### config.mk
export PLATFORM = sky130hd
export DESIGN_NAME = display_scan_arbiter_flat
export DESIGN_NICKNAME = d
export VERILOG_FILES = /design/src/rtl/display_scan_arbiter_if.sv /design/src/rtl/display_scan_arbiter.sv /design/src/flat_wrapper.sv
export SDC_FILE = /design/constraint.sdc
export NUM_CORES = 1
export LEC_CHECK = 0
export CAP_MARGIN = 40
export CORE_MARGIN = 4
export CORE_UTILIZATION = 49
export CTS_BUF_LIST = sky130_fd_sc_hd__clkbuf_2
export DETAILED_ROUTE_END_ITERATION = 8
export GPL_ROUTABILITY_DRIVEN = 0
export PLACE_DENSITY = 0.86
export SLEW_MARGIN = 20
export SYNTH_ARGS = -nofsm -noshare
export SYNTH_HDL_FRONTEND = slang
export SYNTH_SLANG_ARGS = --single-unit
### constraint.sdc
create_clock -name clk -period 3.3 [get_ports clk]
set_clock_uncertainty 0.1 [all_clocks]
set_input_delay 0.66 -clock clk [delete_from_list [all_inputs] [get_ports clk]]
set_output_delay 0.66 -clock clk [all_outputs]
set_load 0.02 [all_outputs]
### src/rtl/display_scan_arbiter_if.sv
// Display arbiter bus: requester inputs and
// seven-segment scan outputs.
interface display_scan_arbiter_if;
  logic [2:0]  req;
  logic [31:0] src0;
  logic [31:0] src1;
  logic [31:0] src2;
  logic        lz_blank_en;
  logic [7:0]  AN;
  logic [3:0]  code;
  logic        blank;
  logic [1:0]  owner;
  logic        owner_valid;
  logic        frame_tick;

  modport master (
    output req, src0, src1, src2, lz_blank_en,
    input  AN, code, blank, owner, owner_valid,
    input  frame_tick
  );

  modport slave (
    input  req, src0, src1, src2, lz_blank_en,
    output AN, code, blank, owner, owner_valid,
    output frame_tick
  );
endinterface

### src/rtl/display_scan_arbiter.sv
// Digit scan plus round-robin display sharing
// with per-frame snapshot and zero blanking.
module display_scan_arbiter #(
  parameter int SCAN_DIV    = 5000,
  parameter int HOLD_FRAMES = 64
) (
  input  logic                  clk,
  input  logic                  rst,
  display_scan_arbiter_if.slave bus
);

  localparam int PW = $clog2(SCAN_DIV);
  localparam int HW =
    (HOLD_FRAMES < 1) ? 1 : $clog2(HOLD_FRAMES + 1);
  localparam logic [PW-1:0] PRESC_MAX =
    PW'(SCAN_DIV - 1);
  localparam logic [HW-1:0] HOLD_MAX =
    HW'(HOLD_FRAMES);

  typedef enum logic {
    IDLE,
    OWN
  } state_e;

  state_e          state_q, state_d;
  logic [PW-1:0]   presc_q, presc_d;
  logic [2:0]      num_q, num_d;
  logic [1:0]      owner_q, owner_d;
  logic [HW-1:0]   hold_q, hold_d;
  logic [31:0]     shadow_q, shadow_d;
  logic            ftick_q;

  logic            tick;
  logic            boundary;
  logic [3:0]      req_x;
  logic [2:0]      others;
  logic            req_cur;
  logic [1:0]      winner;
  logic [31:0]     upper;
  logic            slot_blk;

  function automatic logic [1:0] rr_pick(
    input logic [1:0] cur,
    input logic [3:0] r
  );
    logic [1:0] c1;
    logic [1:0] c2;
    c1 = (cur == 2'd2) ? 2'd0 : cur + 2'd1;
    c2 = (c1 == 2'd2) ? 2'd0 : c1 + 2'd1;
    if (r[c1])      return c1;
    else if (r[c2]) return c2;
    else            return cur;
  endfunction

  function automatic logic [31:0] src_sel(
    input logic [1:0]  idx,
    input logic [31:0] s0,
    input logic [31:0] s1,
    input logic [31:0] s2
  );
    unique case (idx)
      2'd0:    return s0;
      2'd1:    return s1;
      default: return s2;
    endcase
  endfunction

  assign tick     = (presc_q == PRESC_MAX);
  assign boundary = tick && (num_q == 3'd7);
  assign req_x    = {1'b0, bus.req};
  assign req_cur  = req_x[owner_q];
  assign others   = bus.req & ~(3'b001 << owner_q);
  assign winner   = rr_pick(owner_q, req_x);

  // State, scan counters and frame snapshot.
  always_ff @(posedge clk or posedge rst) begin
    if (rst) begin
      presc_q  <= '0;
      num_q    <= '0;
      state_q  <= IDLE;
      owner_q  <= 2'd2;
      hold_q   <= '0;
      shadow_q <= '0;
      ftick_q  <= 1'b0;
    end else begin
      presc_q  <= presc_d;
      num_q    <= num_d;
      state_q  <= state_d;
      owner_q  <= owner_d;
      hold_q   <= hold_d;
      shadow_q <= shadow_d;
      ftick_q  <= boundary;
    end
  end

  // Scan advance; ownership decided only at frame end.
  always_comb begin
    state_d  = state_q;
    owner_d  = owner_q;
    hold_d   = hold_q;
    shadow_d = shadow_q;
    presc_d  = tick ? '0 : presc_q + 1'b1;
    num_d    = tick ? num_q + 3'd1 : num_q;
    if (boundary) begin
      unique case (state_q)
        IDLE: begin
          if (bus.req != 3'b000) begin
            state_d = OWN;
            owner_d = winner;
            hold_d  = '0;
          end
        end
        OWN: begin
          if (bus.req == 3'b000) begin
            state_d = IDLE;
          end else if ((others != 3'b000) &&
                       (!req_cur ||
                        hold_q >= HOLD_MAX)) begin
            owner_d = winner;
            hold_d  = '0;
          end else if (hold_q < HOLD_MAX) begin
            hold_d = hold_q + 1'b1;
          end
        end
        default: state_d = IDLE;
      endcase
      if (state_d == OWN) begin
        shadow_d = src_sel(owner_d, bus.src0,
                           bus.src1, bus.src2);
      end
    end
  end

  // Digit drive from the frame snapshot.
  always_comb begin
    bus.AN    = 8'hFF;
    bus.code  = 4'h0;
    bus.blank = 1'b1;
    upper     = shadow_q >> {num_q, 2'b00};
    slot_blk  = bus.lz_blank_en &&
                (num_q != 3'd0) &&
                (upper == 32'h0);
    if (state_q == OWN) begin
      bus.code = shadow_q[{num_q, 2'b00} +: 4];
      if (!slot_blk) begin
        bus.AN    = ~(8'b1 << num_q);
        bus.blank = 1'b0;
      end
    end
  end

  assign bus.owner       = owner_q;
  assign bus.owner_valid = (state_q == OWN);
  assign bus.frame_tick  = ftick_q;

endmodule
### src/flat_wrapper.sv
// flat-port wrapper written by rule: the top's interface ports become plain ports
module display_scan_arbiter_flat 
#(
  parameter int SCAN_DIV    = 5000,
  parameter int HOLD_FRAMES = 64
)
  (clk, rst, bus_req, bus_src0, bus_src1, bus_src2, bus_lz_blank_en, bus_AN, bus_code, bus_blank, bus_owner, bus_owner_valid, bus_frame_tick);
  display_scan_arbiter_if bus_i ();
  input  logic clk;
  input  logic rst;
  input wire logic [$bits(bus_i.req)-1:0] bus_req;
  input wire logic [$bits(bus_i.src0)-1:0] bus_src0;
  input wire logic [$bits(bus_i.src1)-1:0] bus_src1;
  input wire logic [$bits(bus_i.src2)-1:0] bus_src2;
  input wire logic [$bits(bus_i.lz_blank_en)-1:0] bus_lz_blank_en;
  output wire logic [$bits(bus_i.AN)-1:0] bus_AN;
  output wire logic [$bits(bus_i.code)-1:0] bus_code;
  output wire logic [$bits(bus_i.blank)-1:0] bus_blank;
  output wire logic [$bits(bus_i.owner)-1:0] bus_owner;
  output wire logic [$bits(bus_i.owner_valid)-1:0] bus_owner_valid;
  output wire logic [$bits(bus_i.frame_tick)-1:0] bus_frame_tick;
  assign bus_i.req = bus_req;
  assign bus_i.src0 = bus_src0;
  assign bus_i.src1 = bus_src1;
  assign bus_i.src2 = bus_src2;
  assign bus_i.lz_blank_en = bus_lz_blank_en;
  assign bus_AN = bus_i.AN;
  assign bus_code = bus_i.code;
  assign bus_blank = bus_i.blank;
  assign bus_owner = bus_i.owner;
  assign bus_owner_valid = bus_i.owner_valid;
  assign bus_frame_tick = bus_i.frame_tick;
  display_scan_arbiter #(.SCAN_DIV(SCAN_DIV), .HOLD_FRAMES(HOLD_FRAMES)) u_core (.clk(clk), .rst(rst), .bus(bus_i));
endmodule
==> out/summary.txt, run 1 <==
Dpl cell area - 5220 um^2
EDFF count, synth - 0
CTS Root Cell - clkbuf_2
Top-area cell type share of the netlist area - 38.2%
IO Port Bufs - 118
Register area share after synthesis - 38.9%
Fin. max-slew vios - 0
Failing checks - setup timing
# H-tree levels - 3
Layout area overhead - 43.0%
Worst setup path class - reg -> out
Fin crit period - 3.62 ns
Via density - 5.78
Maxcap violations - 0
Met3 Track Usage GR - 6.02%
First-pass GRT wire length - 17.7 mm
# diodes - 0
Final Cell Area - 5430 um^2
Clock sink total - 59
Crit. End Element - output port
Cell taking the most area after synthesis - dfrtp_1
CP peak stage delay - 0.51 ns
Reg clk slew, reported paths - 0.18 ns
CP Max Fanout - 5
Width of the die - 96.0 um
Status - finished, violations left
Gate Count Post-Synth - 385
Total power - 1510 uW
Number of global-route vias before repair - 3,739
Final worst-path setup slack - -0.321 ns
Die area - 9220 um^2
Fin crit share - 110%
Final hold vios - 0
Maximum clock frequency - 0.276 GHz
Clk buf depth - 2
Worst endpoint required time - 2.54 ns
Fill count - 525
Cell area power density - 278 nW/um^2
Post-DRT Antenna Nets - 0
Vias - 3,605
Fraction of layout cells with a size suffix above 1 - 20.4%
Largest net degree at the start of global routing - 35
Most frequent CP cell - buf_6
Top cells by area, synth - dfrtp_1 (38%), o211ai_2 (9.9%), mux2i_1 (9.0%)
Overflow after GRT - 0
Post-DP HPWL - 8.29 mm
Arrival time worst endpoint - 2.86 ns
CP max-delay cell - mux4_2
Grt met2 use - 41.7%
CTS Hold Bufs - 0
Die Height - 96.0 um
CTS Buf Count - 9
TritonCTS clock tree - yes
Synth Flop Type - dfrtp_1
Slew HR - 69.5%
Initial Util - 51.2%
Fin nets - 630
Critical path's top delay family - multiplexers
Core area - 7410 um^2
WL per Instance - 17.7 um
FF+latch count, synth - 59
Max VDD drop - 229 uV
Cells along the critical path - clkbuf_16 -> mux4_2 -> nor4_2 -> nand2_1 -> a2111o_1 -> buf_6 -> nand3_2 -> buf_6
Buf/Inv on CP - 3
Avg Cell Area, Syn - 9.86 um^2
Initial DRC count - 204
Post-Syn Area - 3790 um^2
Clk Latency, worst-skew pair - 0.49 ns
Boundary Pins - 119
Final Setup Violations - 8
Total GRT Usage - 24.8%
Gr busiest metal - met2
R2r setup slk - 0.64 ns
Pleak - 0.00255 uW
Unrepaired setup endpoints after global routing - true
Distinct cells, synth - 46
Row count - 31
Syn nets - 495
Slew @ Worst Pin - 0.457 ns
Worst Hold Class - in -> async
Ys Warns - 0
DR pass1 iterations - 5
Element type at the critical path start - flip-flop
Post-route DRC - 0
Met1 GRT Util - 30.0%
Initial antenna violation count - 0
DRT Wirelength - 11.0 mm
Ys async rst share - 100%
Setup TNS - -1.93 ns
-- path summary, 6_finish.rpt --
kind | startpoint | to | depth (start not counted)
worst max-delay path | u_core.num_q[0] | bus_AN[3] | 8
worst max register to register | u_core.presc_q[3] | u_core.hold_q[5] | 8
worst min-delay path | rst | u_core.presc_q[2] | 2
min in group clk | u_core.presc_q[0] | u_core.presc_q[0] | 1
max in group asynchronous | rst | u_core.shadow_q[28] | 3
worst min register to register | u_core.presc_q[0] | u_core.presc_q[0] | 1
-- power by group --
group	total (uW)	internal (uW)	leakage, uW	switching (uW)
Sequential	753	739	0.000781	14.2
Combinational	301	181	0.00170	120
Clock	452	172	0.0000677	280
-- cell type report --
type,count,area [um^2],share of cell area [%]
inverter,9,33.8,0.623
timing repair buffer,148,1480,27.3
tap,99,124,2.28
sequential,59,1480,27.3
multi-input combinational,293,2200,40.5
clock inverter,7,68.8,1.27
clock buffer,9,45.0,0.830
-- kinds of logic after synthesis --
logic type	count (synthesis)	synth area share, %
adders and majority gates	8	2.64
DFF	59	38.9
and+or+nand+nor	160	20.2
AOI/OAI and AO/OA	66	16.4
muxes	44	14.3
buffers and inverters	33	4.06
xor gates and xnor gates	15	3.46
-- repair_timing --
item,4_1_cts,5_1_grt
setup endpoints to repair,8,10
buffers inserted,1,2
resized for setup,54,4
endpoints found under the hold margin,0,0
pin swaps,6,3
gates cloned,1,0
-- cells in the final DEF, fill, tap and decap left out, types with 5 or more instances in the layout --
cell,netlist,layout
buf_4,0,26
o21ai_0,10,10
nor2_1,20,20
dfrtp_1,58,57
nand2_1,66,66
buf_6,3,8
mux4_2,8,8
nand3_1,43,41
ha_1,8,8
xor2_1,6,6
xnor2_1,9,9
clkdlybuf4s50_1,0,107
o211ai_2,30,30
clkbuf_2,0,9
a21oi_1,6,6
o22ai_1,5,5
inv_1,8,7
mux2i_1,34,34
-- state kept, by name (all words and copies together), names as in the netlist --
signal / count
u_core.shadow_q: 32
u_core.bus.owner_valid: 1
u_core.hold_q: 7
u_core.bus.owner: 2
u_core.num_q: 3
u_core.presc_q: 13
u_core.bus.frame_tick: 1
-- per-stage QoR --
step	hold slack (ns)	util [%]	worst slack, ns	instances
final	0.381	73.2	-0.321	624
after global routing	0.351	73.2	-0.470	624
after CTS	0.375	73.0	-0.318	622
after detailed placement	0.378	70.5	-0.194	604
after global placement	0.364	70.5	-0.133	604
after floorplan	0.352	-	0.147	385
-- per-layer routing --
metal | routed length, um | vias up
met1 | 4240 | 1724
met2 | 5530 | 187
li1 | - | 1668
met3 | 990 | 26
met4 | 253 | 0
met5 | 0 | -
-- cell usage after synthesis, types with 2 or more instances --
cell and instances:
or4b_1 2, and3_1 2, nor2_1 20, mux4_2 8, buf_6 3, a21boi_0 4, nor3_1 3, ha_1 8
nor3b_1 2, clkbuf_1 14, buf_2 6, a21oi_1 6, mux2i_1 34, xor2_1 6, o22ai_1 5, xnor2_1 9
nor4_1 6, nand2_1 66, mux2_2 2, or4_1 3, nand3_1 43, dfrtp_1 58, inv_1 8, o211ai_2 30
and2_1 2, o21ai_0 10, a41oi_1 2, nor2b_1 4, o211ai_1 2
No activity file was read; power rests on OpenSTA's default activity.
==> run 2: changes to the inputs <==
--- a/config.mk
+++ b/config.mk
@@ -5,7 +5,7 @@
 export SDC_FILE = /design/constraint.sdc
 export NUM_CORES = 1
 export LEC_CHECK = 0
-export CAP_MARGIN = 40
+export CAP_MARGIN = 20
 export CORE_MARGIN = 4
 export CORE_UTILIZATION = 49
 export CTS_BUF_LIST = sky130_fd_sc_hd__clkbuf_2
==> constraint.sdc (replaced) <==
create_clock -name clk -period 3.3 [get_ports clk]
set_clock_uncertainty 0.1 [all_clocks]
set_input_delay 0.66 -clock clk [delete_from_list [all_inputs] [get_ports clk]]
set_output_delay 0.66 -clock clk [all_outputs]
set_load 0.005 [all_outputs]
==> run 2 against run 1 <==
Net effect:
- the run still ends with setup timing left
- first-iteration DRC count grew 31%
- flip-flop and latch count unchanged
- clock-buffer cell count is 2 higher
- via count is 1.4% lower
- critical path type unchanged
==> out/summary.txt, run 2 (synthesis results as in run 1) <==
Largest net degree at the start of global routing - 35 (unchanged)
Status - finished, violations left
Final hold vios - 0 (unchanged)
TritonCTS clock tree - yes
Max VDD drop - 192 uV (-16%)
Worst setup path class - reg -> out
Post-DRT Antenna Nets - 0 (unchanged)
Fin. max-slew vios - 0 (unchanged)
Fraction of layout cells with a size suffix above 1 - 19.6% (-0.73 points)
CTS Hold Bufs - 0 (unchanged)
Crit. End Element - output port
Post-DP HPWL - 7.87 mm (-5.0%)
Clock sink total - 59 (unchanged)
Fin crit share - 108% (-2.0 points)
Unrepaired setup endpoints after global routing - true
WL per Instance - 17.5 um (-0.66%)
Most frequent CP cell - buf_12
Fin nets - 619 (-1.7%)
Clk buf depth - 2 (unchanged)
Element type at the critical path start - flip-flop
Reg clk slew, reported paths - 0.16 ns (-0.02 ns)
Overflow after GRT - 0 (unchanged)
# H-tree levels - 3 (unchanged)
Vias - 3,555 (-1.4%)
Fin crit period - 3.56 ns (-0.0654 ns)
Sw Ratio - 25.1% (-2.4 points)
Failing checks - setup timing
Pleak - 0.00245 uW (-4.1%)
Clk Latency, worst-skew pair - 0.48 ns (about the same)
Sequential power share - 48.3% (-1.7 points)
Slew HR - 49.9% (-20 points)
Commonest non-fill, non-tap cell in the layout - clkdlybuf4s50_1
Biggest register - u_core.shadow_q
Int Pwr - 1170 uW (+7.1%)
DR pass1 iterations - 5 (unchanged)
Boundary Pins - 119 (unchanged)
Total power - 1560 uW (+3.6%)
Final Setup Violations - 8 (unchanged)
Clock power frac - 33.0% (+3.0 points)
Critical Path Source - u_core.num_q[0]
Cells on worst reg2reg path - 9 (+1)
First-pass GRT wire length - 17.0 mm (-3.7%)
CP max-delay cell - mux4_2
Net Sw Power - 391 uW (-5.6%)
Post-Place Cells - 591 (-2.2%)
Slew @ Worst Pin - 0.751 ns (+0.293 ns)
Final worst-path setup slack - -0.256 ns (+0.0654 ns)
Cells along the critical path - buf_12 -> buf_12 -> mux4_2 -> nor4_2 -> nand2_1 -> a2111o_1 -> buf_6 -> nand3_2 -> buf_2
CP peak stage delay - 0.52 ns (about the same)
Sequential Area - 1480 um^2 (unchanged)
Area of the multi-input gates - 2230 um^2 (+1.4%)
Total GRT Usage - 24.0% (-0.83 points)
Layout area overhead - 41.9%
Commonest cells after routing, fill and taps aside - clkdlybuf4s50_1 (110), nand2_1 (64), dfrtp_1 (57), nand3_1 (39), mux2i_1 (34)
Worst endpoint required time - 2.54 ns (about the same)
Die Height - 96.0 um (unchanged)
Die area - 9220 um^2 (unchanged)
Maxcap violations - 0 (unchanged)
Fill count - 514 (-2.1%)
CP Max Fanout - 4 (-1)
Power share of the combinational group - 18.7% (-1.3 points)
Critical path capture point - bus_AN[7]
Top flop regs - u_core.shadow_q x32, u_core.presc_q x13, u_core.hold_q x7
CTS Buf Count - 9 (unchanged)
CTS Root Cell - clkbuf_2
R2r setup slk - 0.50 ns (-0.14 ns)
Row count - 31 (unchanged)
Post-route DRC - 0 (unchanged)
R2R Path Start - u_core.presc_q[3]
Non-Filler Instances - 613 (-1.8%)
Width of the die - 96.0 um (unchanged)
DRT Wirelength - 10.8 mm (-2.4%)
IO Port Bufs - 118 (unchanged)
Critical R2R Capture - u_core.hold_q[5]
Worst Hold Class - reg -> reg
Cell area power density - 290 nW/um^2 (+4.4%)
Maximum clock frequency - 0.281 GHz (+1.8%)
Max reg flops - 32 (unchanged)
Number of global-route vias before repair - 3,606 (-3.6%)
Initial antenna violation count - 0 (unchanged)
# diodes - 0 (unchanged)
Initial Util - 51.2% (unchanged)
Setup TNS - -1.74 ns (+0.192 ns)
Via density - 5.80 (+0.38%)
Core area - 7410 um^2 (unchanged)
Initial DRC count - 267 (+31%)
Arrival time worst endpoint - 2.80 ns (-0.06 ns)
==> run 2: cell type report <==
class | count | area share (%)
clock inverter | 5 | 1.46
timing repair buffer | 137 | 25.8
multi-input combinational | 293 | 41.3
tap | 99 | 2.30
sequential | 59 | 27.5
clock buffer | 11 | 1.02
inverter | 9 | 0.627
==> run 2: power by group through the flow <==
| stage | Sequential [uW] | Clock, uW | Combinational (uW) |
|---|---|---|---|
| 5_1_grt | 755 | 557 | 314 |
| 4_1_cts | 753 | 524 | 287 |
| 2_1_floorplan | 760 | 0 | 120 |
| 3_5_place_dp | 766 | 0 | 284 |
| 3_3_place_gp | 765 | 0 | 277 |
| 6_report | 754 | 515 | 292 |
==> run 2: how the worst min path moves through the flow <==
stage | cells past startpoint | startpoint | end | slack, ns
2_1_floorplan | 1 | u_core.presc_q[5] | u_core.presc_q[5] | 0.35
3_3_place_gp | 1 | u_core.presc_q[0] | u_core.presc_q[0] | 0.37
3_5_place_dp | 1 | u_core.presc_q[0] | u_core.presc_q[0] | 0.38
4_1_cts | 1 | u_core.presc_q[0] | u_core.presc_q[0] | 0.40
5_1_grt | 1 | u_core.presc_q[0] | u_core.presc_q[0] | 0.43
6_report | 1 | u_core.presc_q[0] | u_core.presc_q[0] | 0.41
==> run 2: critical path: cells and delay by family (launching register included) <==
| family | cells | cell delay (ns) |
|---|---|---|
| buffers and inverters | 4 | 0.50 |
| and+or+nand+nor | 3 | 0.46 |
| muxes | 1 | 0.52 |
| DFF | 1 | 0.46 |
| AOI/OAI and AO/OA | 1 | 0.39 |
==> run 2: layer usage <==
| metal | GRT usage, % | vias to the layer above | share of wire [%] |
|---|---|---|---|
| li1 | - | 1648 | - |
| met1 | 29.5 | 1716 | 40 |
| met2 | 39.3 | 168 | 49 |
| met3 | 7.11 | 23 | 9.0 |
| met4 | 9.60 | 0 | 2.4 |
| met5 | 0 | - | 0 |
==> run 2: timing repair <==
action                                 in CTS  in global routing
gates cloned                                1                  0
setup endpoints to repair                   8                  9
gates resized for setup                    41                  8
pin swaps                                  13                  3
endpoints found under the hold margin       0                  0
buffers inserted                            4                  2
==> run 2: through the flow <==
step           instance area, um^2  setup slack (ns)  hold slack (ns)  utilization, %
6_report                      5390            -0.256            0.406            72.7
5_1_grt                       5390            -0.352            0.429            72.7
4_1_cts                       5350            -0.187            0.404            72.2
3_5_place_dp                  5150           -0.0843            0.384            69.5
3_3_place_gp                  5150           -0.0368            0.367            69.5
2_1_floorplan                 3790             0.252            0.352               -
==> run 3: changes to the inputs <==
--- a/config.mk
+++ b/config.mk
@@ -9,6 +9,7 @@
 export CORE_MARGIN = 4
 export CORE_UTILIZATION = 49
 export CTS_BUF_LIST = sky130_fd_sc_hd__clkbuf_2
+export CTS_CLUSTER_DIAMETER = 100
 export DETAILED_ROUTE_END_ITERATION = 8
 export GPL_ROUTABILITY_DRIVEN = 0
 export PLACE_DENSITY = 0.86
==> results of run 3 <==
Final layout, timing and power as in run 2 (identical DEF).
